File: config.mk
export PLATFORM = sky130hd
export DESIGN_NAME = pipe_ctrl
export DESIGN_NICKNAME = d
export VERILOG_FILES = /design/src/rtl/pipe_ctrl.sv
export SDC_FILE = /design/constraint.sdc
export NUM_CORES = 1
export LEC_CHECK = 0
export ABC_CLOCK_PERIOD_IN_PS = 3800
export CAP_MARGIN = 10
export CORE_ASPECT_RATIO = 1.5
export CORE_MARGIN = 1.5
export CORE_UTILIZATION = 35
export CTS_CLUSTER_SIZE = 20
export DETAILED_ROUTE_END_ITERATION = 7
export PLACE_DENSITY = 0.74
export SKIP_CTS_REPAIR_TIMING = 1
export SYNTH_ARGS = -nofsm -noshare
export SYNTH_HDL_FRONTEND = slang
export SYNTH_SLANG_ARGS = --single-unit
File: constraint.sdc
create_clock -name CLK -period 3.8 [get_ports CLK]
set_input_delay 0.95 -clock CLK [delete_from_list [all_inputs] [get_ports CLK]]
set_output_delay 0.95 -clock CLK [all_outputs]
set_load 0.1 [all_outputs]
File: src/rtl/pipe_ctrl.sv
// Central hazard/stall/flush control for the five-stage MIPS pipeline.
// Optional performance counters are enabled with `define PIPE_CTRL_PERF_EN.
//
// state  | meaning
// RUN    | normal operation; data cache access issued from MEM
// DHELD  | data access done, waiting on ifetch; loaded word held in dbuf
// HALTED | halt retired through WB; machine frozen until RST
module pipe_ctrl (
  input  logic        CLK,
  input  logic        RST,
  input  logic        ihit,
  input  logic        dhit,
  input  logic [31:0] dload_i,
  input  logic [4:0]  id_rs,
  input  logic [4:0]  id_rt,
  input  logic        id_uses_rt,
  input  logic        ex_dREN,
  input  logic        ex_rfWEN,
  input  logic [4:0]  ex_wsel,
  input  logic        mem_dREN,
  input  logic        mem_dWEN,
  input  logic        br_mispredict,
  input  logic        wb_halt,
  output logic        pc_en,
  output logic        ifid_en,
  output logic        ifid_flush,
  output logic        idex_en,
  output logic        idex_flush,
  output logic        exmem_en,
  output logic        exmem_flush,
  output logic        memwb_en,
  output logic        memwb_flush,
  output logic        dmem_req_en,
  output logic [31:0] dload_o,
  output logic        halted
`ifdef PIPE_CTRL_PERF_EN
  ,
  output logic [31:0] stall_cnt,
  output logic [31:0] flush_cnt
`endif
);

  typedef enum logic [1:0] {RUN, DHELD, HALTED} state_t;

  state_t      r_state;
  state_t      w_state_nxt;
  logic [31:0] r_dbuf;
  logic        w_latch;
  logic        w_mem_pending;
  logic        w_advance;
  logic        w_lu;

  assign w_mem_pending = mem_dREN | mem_dWEN;
  assign w_advance = ihit & (~w_mem_pending | dhit | (r_state == DHELD))
                     & (r_state != HALTED);
  assign w_lu = ex_dREN & ex_rfWEN & (ex_wsel != 5'd0) &
                ((ex_wsel == id_rs) | (id_uses_rt & (ex_wsel == id_rt)));

  always_ff @(posedge CLK) begin
    if (RST) begin
      r_state <= RUN;
      r_dbuf  <= 32'd0;
    end else begin
      r_state <= w_state_nxt;
      if (w_latch) r_dbuf <= dload_i;
    end
  end

  always_comb begin
    w_state_nxt = r_state;
    w_latch     = 1'b0;
    unique case (r_state)
      RUN: begin
        if (wb_halt & w_advance) begin
          w_state_nxt = HALTED;
        end else if (dhit & w_mem_pending & ~ihit) begin
          w_state_nxt = DHELD;
          w_latch     = 1'b1;
        end
      end
      DHELD: begin
        if (wb_halt & w_advance) w_state_nxt = HALTED;
        else if (ihit)           w_state_nxt = RUN;
      end
      HALTED:  w_state_nxt = HALTED;
      default: w_state_nxt = RUN;
    endcase
  end

  always_comb begin
    pc_en       = 1'b0;
    ifid_en     = 1'b0;
    ifid_flush  = 1'b0;
    idex_en     = 1'b0;
    idex_flush  = 1'b0;
    exmem_en    = 1'b0;
    exmem_flush = 1'b0;
    memwb_en    = 1'b0;
    memwb_flush = 1'b0;
    if (w_advance) begin
      exmem_en = 1'b1;
      memwb_en = 1'b1;
      idex_en  = 1'b1;
      if (br_mispredict) begin
        // A wrong-path younger load must not stall the redirect.
        pc_en      = 1'b1;
        ifid_en    = 1'b1;
        ifid_flush = 1'b1;
        idex_flush = 1'b1;
      end else if (w_lu) begin
        idex_flush = 1'b1;
      end else begin
        pc_en   = 1'b1;
        ifid_en = 1'b1;
      end
    end
  end

  // A completed access must not be reissued while the fetch side catches up.
  assign dmem_req_en = (r_state == RUN);
  assign dload_o     = (r_state == DHELD) ? r_dbuf : dload_i;
  assign halted      = (r_state == HALTED);

`ifdef PIPE_CTRL_PERF_EN
  logic [31:0] r_stall_cnt;
  logic [31:0] r_flush_cnt;

  always_ff @(posedge CLK) begin
    if (RST) begin
      r_stall_cnt <= 32'd0;
      r_flush_cnt <= 32'd0;
    end else if (r_state != HALTED) begin
      if (~w_advance | w_lu)        r_stall_cnt <= r_stall_cnt + 32'd1;
      if (w_advance & br_mispredict) r_flush_cnt <= r_flush_cnt + 32'd1;
    end
  end

  assign stall_cnt = r_stall_cnt;
  assign flush_cnt = r_flush_cnt;
`endif

endmodule
; ---- Word level (Yosys, flattened, before mapping)
; Cells that the tools add are included.
[totals]
rom_bits = 0
regBits = 34
ram_bits = 0
latchBits = 0
mem_count = 0
out_inout_bits = 43
input_bits = 58
elab_cells = 45
[op_classes]
eq_ne = 7
mux = 18
magnitude_cmp = 0
multipliers = 0
bitwise_logic = 15
n_shift = 0
reduce_logical = 3
n_addsub = 0
div_mod_pow = 0
[ops]
columns = op, n
row1 = $mux 32, 1
row2 = $mux 1, 12
row3 = $eq 5x5->1, 2
row4 = $and 1x1->1, 9
row5 = $mux 2, 4
row6 = $pmux 2 s3, 1
row7 = $reduce_bool 5->1, 1
row8 = $or 1x1->1, 4
row9 = $ne 3x1->1 const B, 1
row10 = $ne 3x2->1 const B, 1
row11 = $eq 2x1->1 const B, 1
row12 = $eq 2x2->1 const B, 1
row13 = $logic_not 2->1, 1
row14 = $ne 2x2->1 const B, 1
row15 = $not 1->1, 2
row16 = $reduce_and 2->1, 1

; ---- Longest topological paths before layout
[depth]
depth_word = 9
depth_mapped = 5

; ---- Worst setup path before layout
; No wires, ideal clock.
[synth_path]
path_type = input port to output port
from = input port mem_dWEN
to = output port pc_en
path_stages = 5
t_arrival_ps = 3520
required_ps = 2850
path_buffers = 1
slack_ps = -670
cell_sequence = o21bai_1 > maj3_1 > and2_1 > o31a_1 > buf_4
[synth_between]
elab_chain_cells = 7
[synth_rtl]
columns = element, line
row1 = from (decl), 21  ; input logic mem_dWEN,
row2 = $or 1x1->1, 53  ; assign w_mem_pending = mem_dREN | mem_dWEN;
row3 = $not 1->1, 54  ; assign w_advance = ihit & (~w_mem_pending | dhit | (r_state == DHELD))
row4 = $or 1x1->1 (2 in series), 54
row5 = $and 1x1->1, 54
row6 = $and 1x1->1, 55  ; & (r_state != HALTED);
row7 = $mux 1, n/a
row8 = to (decl), 24  ; output logic pc_en,
; No other way between the ends.

; ---- Worst setup path after layout
[layout_path]
from = input port ex_wsel[3]
to = output port pc_en
[layout_between]
elab_chain_cells = 7
elab_cells_between_ends = 10
classes_between = 2 x eq/ne / 3 x mux / 4 x bitwise / 1 x reduce/logical
[layout_rtl]
columns = element, line
row1 = from (decl), 19  ; input logic [4:0] ex_wsel,
row2 = $eq 5x5->1, 57  ; ((ex_wsel == id_rs) | (id_uses_rt & (ex_wsel == id_rt)));
row3 = $and 1x1->1, 57
row4 = $or 1x1->1, 57
row5 = $and 1x1->1 (*), 56  ; assign w_lu = ex_dREN & ex_rfWEN & (ex_wsel != 5'd0) &
row6 = $mux 1 (*), 110  ; end else if (w_lu) begin
row7 = $mux 1 (*), 104  ; if (br_mispredict) begin
row8 = $mux 1 (*), 100  ; if (w_advance) begin
; Every way passes the cells marked *; elsewhere a longest branch is shown, timed or not.

==> impl_metrics.yaml <==
outcome:
  status: "completed"
yosys:
  synthTopCellsByArea: "dfxtp_1 37%, mux2_2 20%, nand2_1 13%"
  ys.flop_type: "dfxtp_1"
  synth_area_leader_cell: "dfxtp_1"
  ys_async_sr_fraction_pct: 0
  synth_area_per_cell_sq_um: 8.38
  netlist_instances: 217
  synth_edf_count: 0
  yosysSeqAreaShare_pct: 37.4
  synth_warnings: 0
  ys_seq_elements: 34
  yosysTopAreaCellShare_pct: 37.4
  syn_area_sq_um: 1820
  synth.distinct_cells: 31
  yosys-top-cells-count: "65 x nand2_1, 34 x dfxtp_1, 33 x a21oi_1"
  synth_most_common_cell: "nand2_1"
sta:
  period_share_pct: 95.9
  maxSlewViolCount: 0
  worst-slew-pin-transition_ps: 982
  fmax_mhz: 274
  setup-violations-final: 0
  max_slew_margin_pct: 34.3
  rsz0062_at_grt: "false"
  period_minus_slack_ps: 3650
  fin_skew_ps: 7.01
  fin_tns_setup_ps: 0
  finalHoldViolations: 0
power:
  p_per_area_nw_per_um2: 391
  p_leak_nw: 1.29
  ir_drop_mv: 0.213
floorplan:
  die_x_microns: 61.8
  fp-row-count: 32
  io_pins: 101
  die_y_microns: 91.3
  dieArea_sq_um: 5640
  coreArea_sq_um: 5080
  start_util_pct: 35.8
setup_path:
  crit_type: "in2out"
  endpoint_kind: "primary output"
  critPathMaxFanout: 3
  crit_required_ps: 2850
  critPathArrivalTime_ps: 2700
  cp-start-kind: "primary input"
global_routing:
  first_global_vias: 1802
  grt_max_degree: 35
  grt_pass1_wl_microns: 8040
  track_usage_pct: 18.5
  antenna_found_initial: 0
  grt_overflow: 0
clock_tree:
  cts.clk_slew.worst_paths_ps: 70
  clockBufferDepth: 2
  cts-root-buf: "clkbuf_8"
  clk_latency_ps: 280
  numClockSinks: 34
  cts_made_buffers: 5
  htreeDepth: 2
  cts_tree: "yes"
route:
  wl_microns: 5150
  drtAntennaViolNets: 0
  route.vias.total: 1817
  wl_per_cell_microns: 13.6
  drt_iter0_drc: 48
  dr.pass1.iters: 4
  drc_errors: 0
  routed_via_density: 4.82
place:
  hpwl_microns: 3920
  gp_congestion: 0.689
  io_buffer_count: 98
cells_and_area:
  area_growth_pct: 82.2
  nFillCells: 419
  utilization_pct: 65.1
  nets: 367
  drive_gt1_share_pct: 28.8
  antenna_cells: 0
run:
  drv_cap: 0
min_path:
  hold_path.class: "reg2reg"
==> through the flow <==
stage	instances	worst slack, ps	instance area, sq um	power [mW]	hold WS (ps)
6_report	377	154	3310	1.30	454
2_1_floorplan	218	25.9	1830	0.748	434
3_3_place_gp	370	163	3200	0.972	440
5_1_grt	377	108	3310	1.35	467
3_5_place_dp	370	150	3200	0.976	446
4_1_cts	377	141	3310	1.31	456
==> placed cells by master (no fill, tap or decap), types with 2 or more instances in the layout <==
| cell | instances |
|---|---|
| buf_12 | 39 |
| clkdlybuf4s50_1 | 58 |
| dfxtp_1 | 34 |
| clkbuf_8 | 6 |
| conb_1 | 2 |
| nand2_1 | 65 |
| xor2_1 | 9 |
| buf_4 | 5 |
| a21oi_1 | 33 |
| nor2_1 | 4 |
| mux2_2 | 32 |
| inv_1 | 2 |
==> path summary, 6_finish.rpt <==
path                           start                       to  slack, ps  cells past startpoint
min reg2reg  r_dbuf[23]$_SDFFE_PP0P_  r_dbuf[23]$_SDFFE_PP0P_        450                      2
min          r_dbuf[23]$_SDFFE_PP0P_  r_dbuf[23]$_SDFFE_PP0P_        450                      2
max                       ex_wsel[3]                    pc_en        150                      6
max reg2reg  r_state[0]$_SDFFE_PP0P_  r_dbuf[18]$_SDFFE_PP0P_       2080                      4
==> metal layers <==
layer	wire (microns)	GRT usage (%)	vias up
li1	-	-	903
met1	1900	20.0	833
met2	2770	33.6	77
met3	440	4.70	4
met4	40	5.32	0
met5	0	0	-
==> worst max-delay path: stages <==
cell	delay, ps
clkdlybuf4s50_1	470
xor2_1	190
nor4_1	310
a32oi_1	180
o31a_2	400
buf_12	180
==> registers in the layout, summed over array words and instances (netlist names) <==
| signal | cells |
|---|---|
| r_dbuf | 32 |
| r_state | 2 |
==> logic make-up after synthesis <==
| family | Yosys count | share of synthesized area, % |
|---|---|---|
| DFF | 34 | 37.4 |
| muxes | 32 | 19.8 |
| buffers and inverters | 20 | 6.81 |
| xor gates and xnor gates | 10 | 4.82 |
| other | 1 | 0.206 |
| and+or+nand+nor | 77 | 17.3 |
| adders and majority gates | 1 | 0.551 |
| AOI/OAI and AO/OA | 42 | 13.0 |
==> layout make-up <==
type	count	area [sq um]	area share (%)
Multi-Input combinational cell	164	1030	31.0
Sequential cell	34	681	20.6
Timing Repair Buffer	102	1400	42.2
Inverter	2	7.51	0.227
Tap cell	68	85.1	2.57
Clock inverter	1	30.0	0.907
Clock buffer	6	82.6	2.49
==> power breakdown <==
group | switching (mW) | internal [mW]
Sequential | 0.00856 | 0.373
Combinational | 0.360 | 0.225
Clock | 0.121 | 0.210
Note: power is estimated with default switching activity, not from simulation.
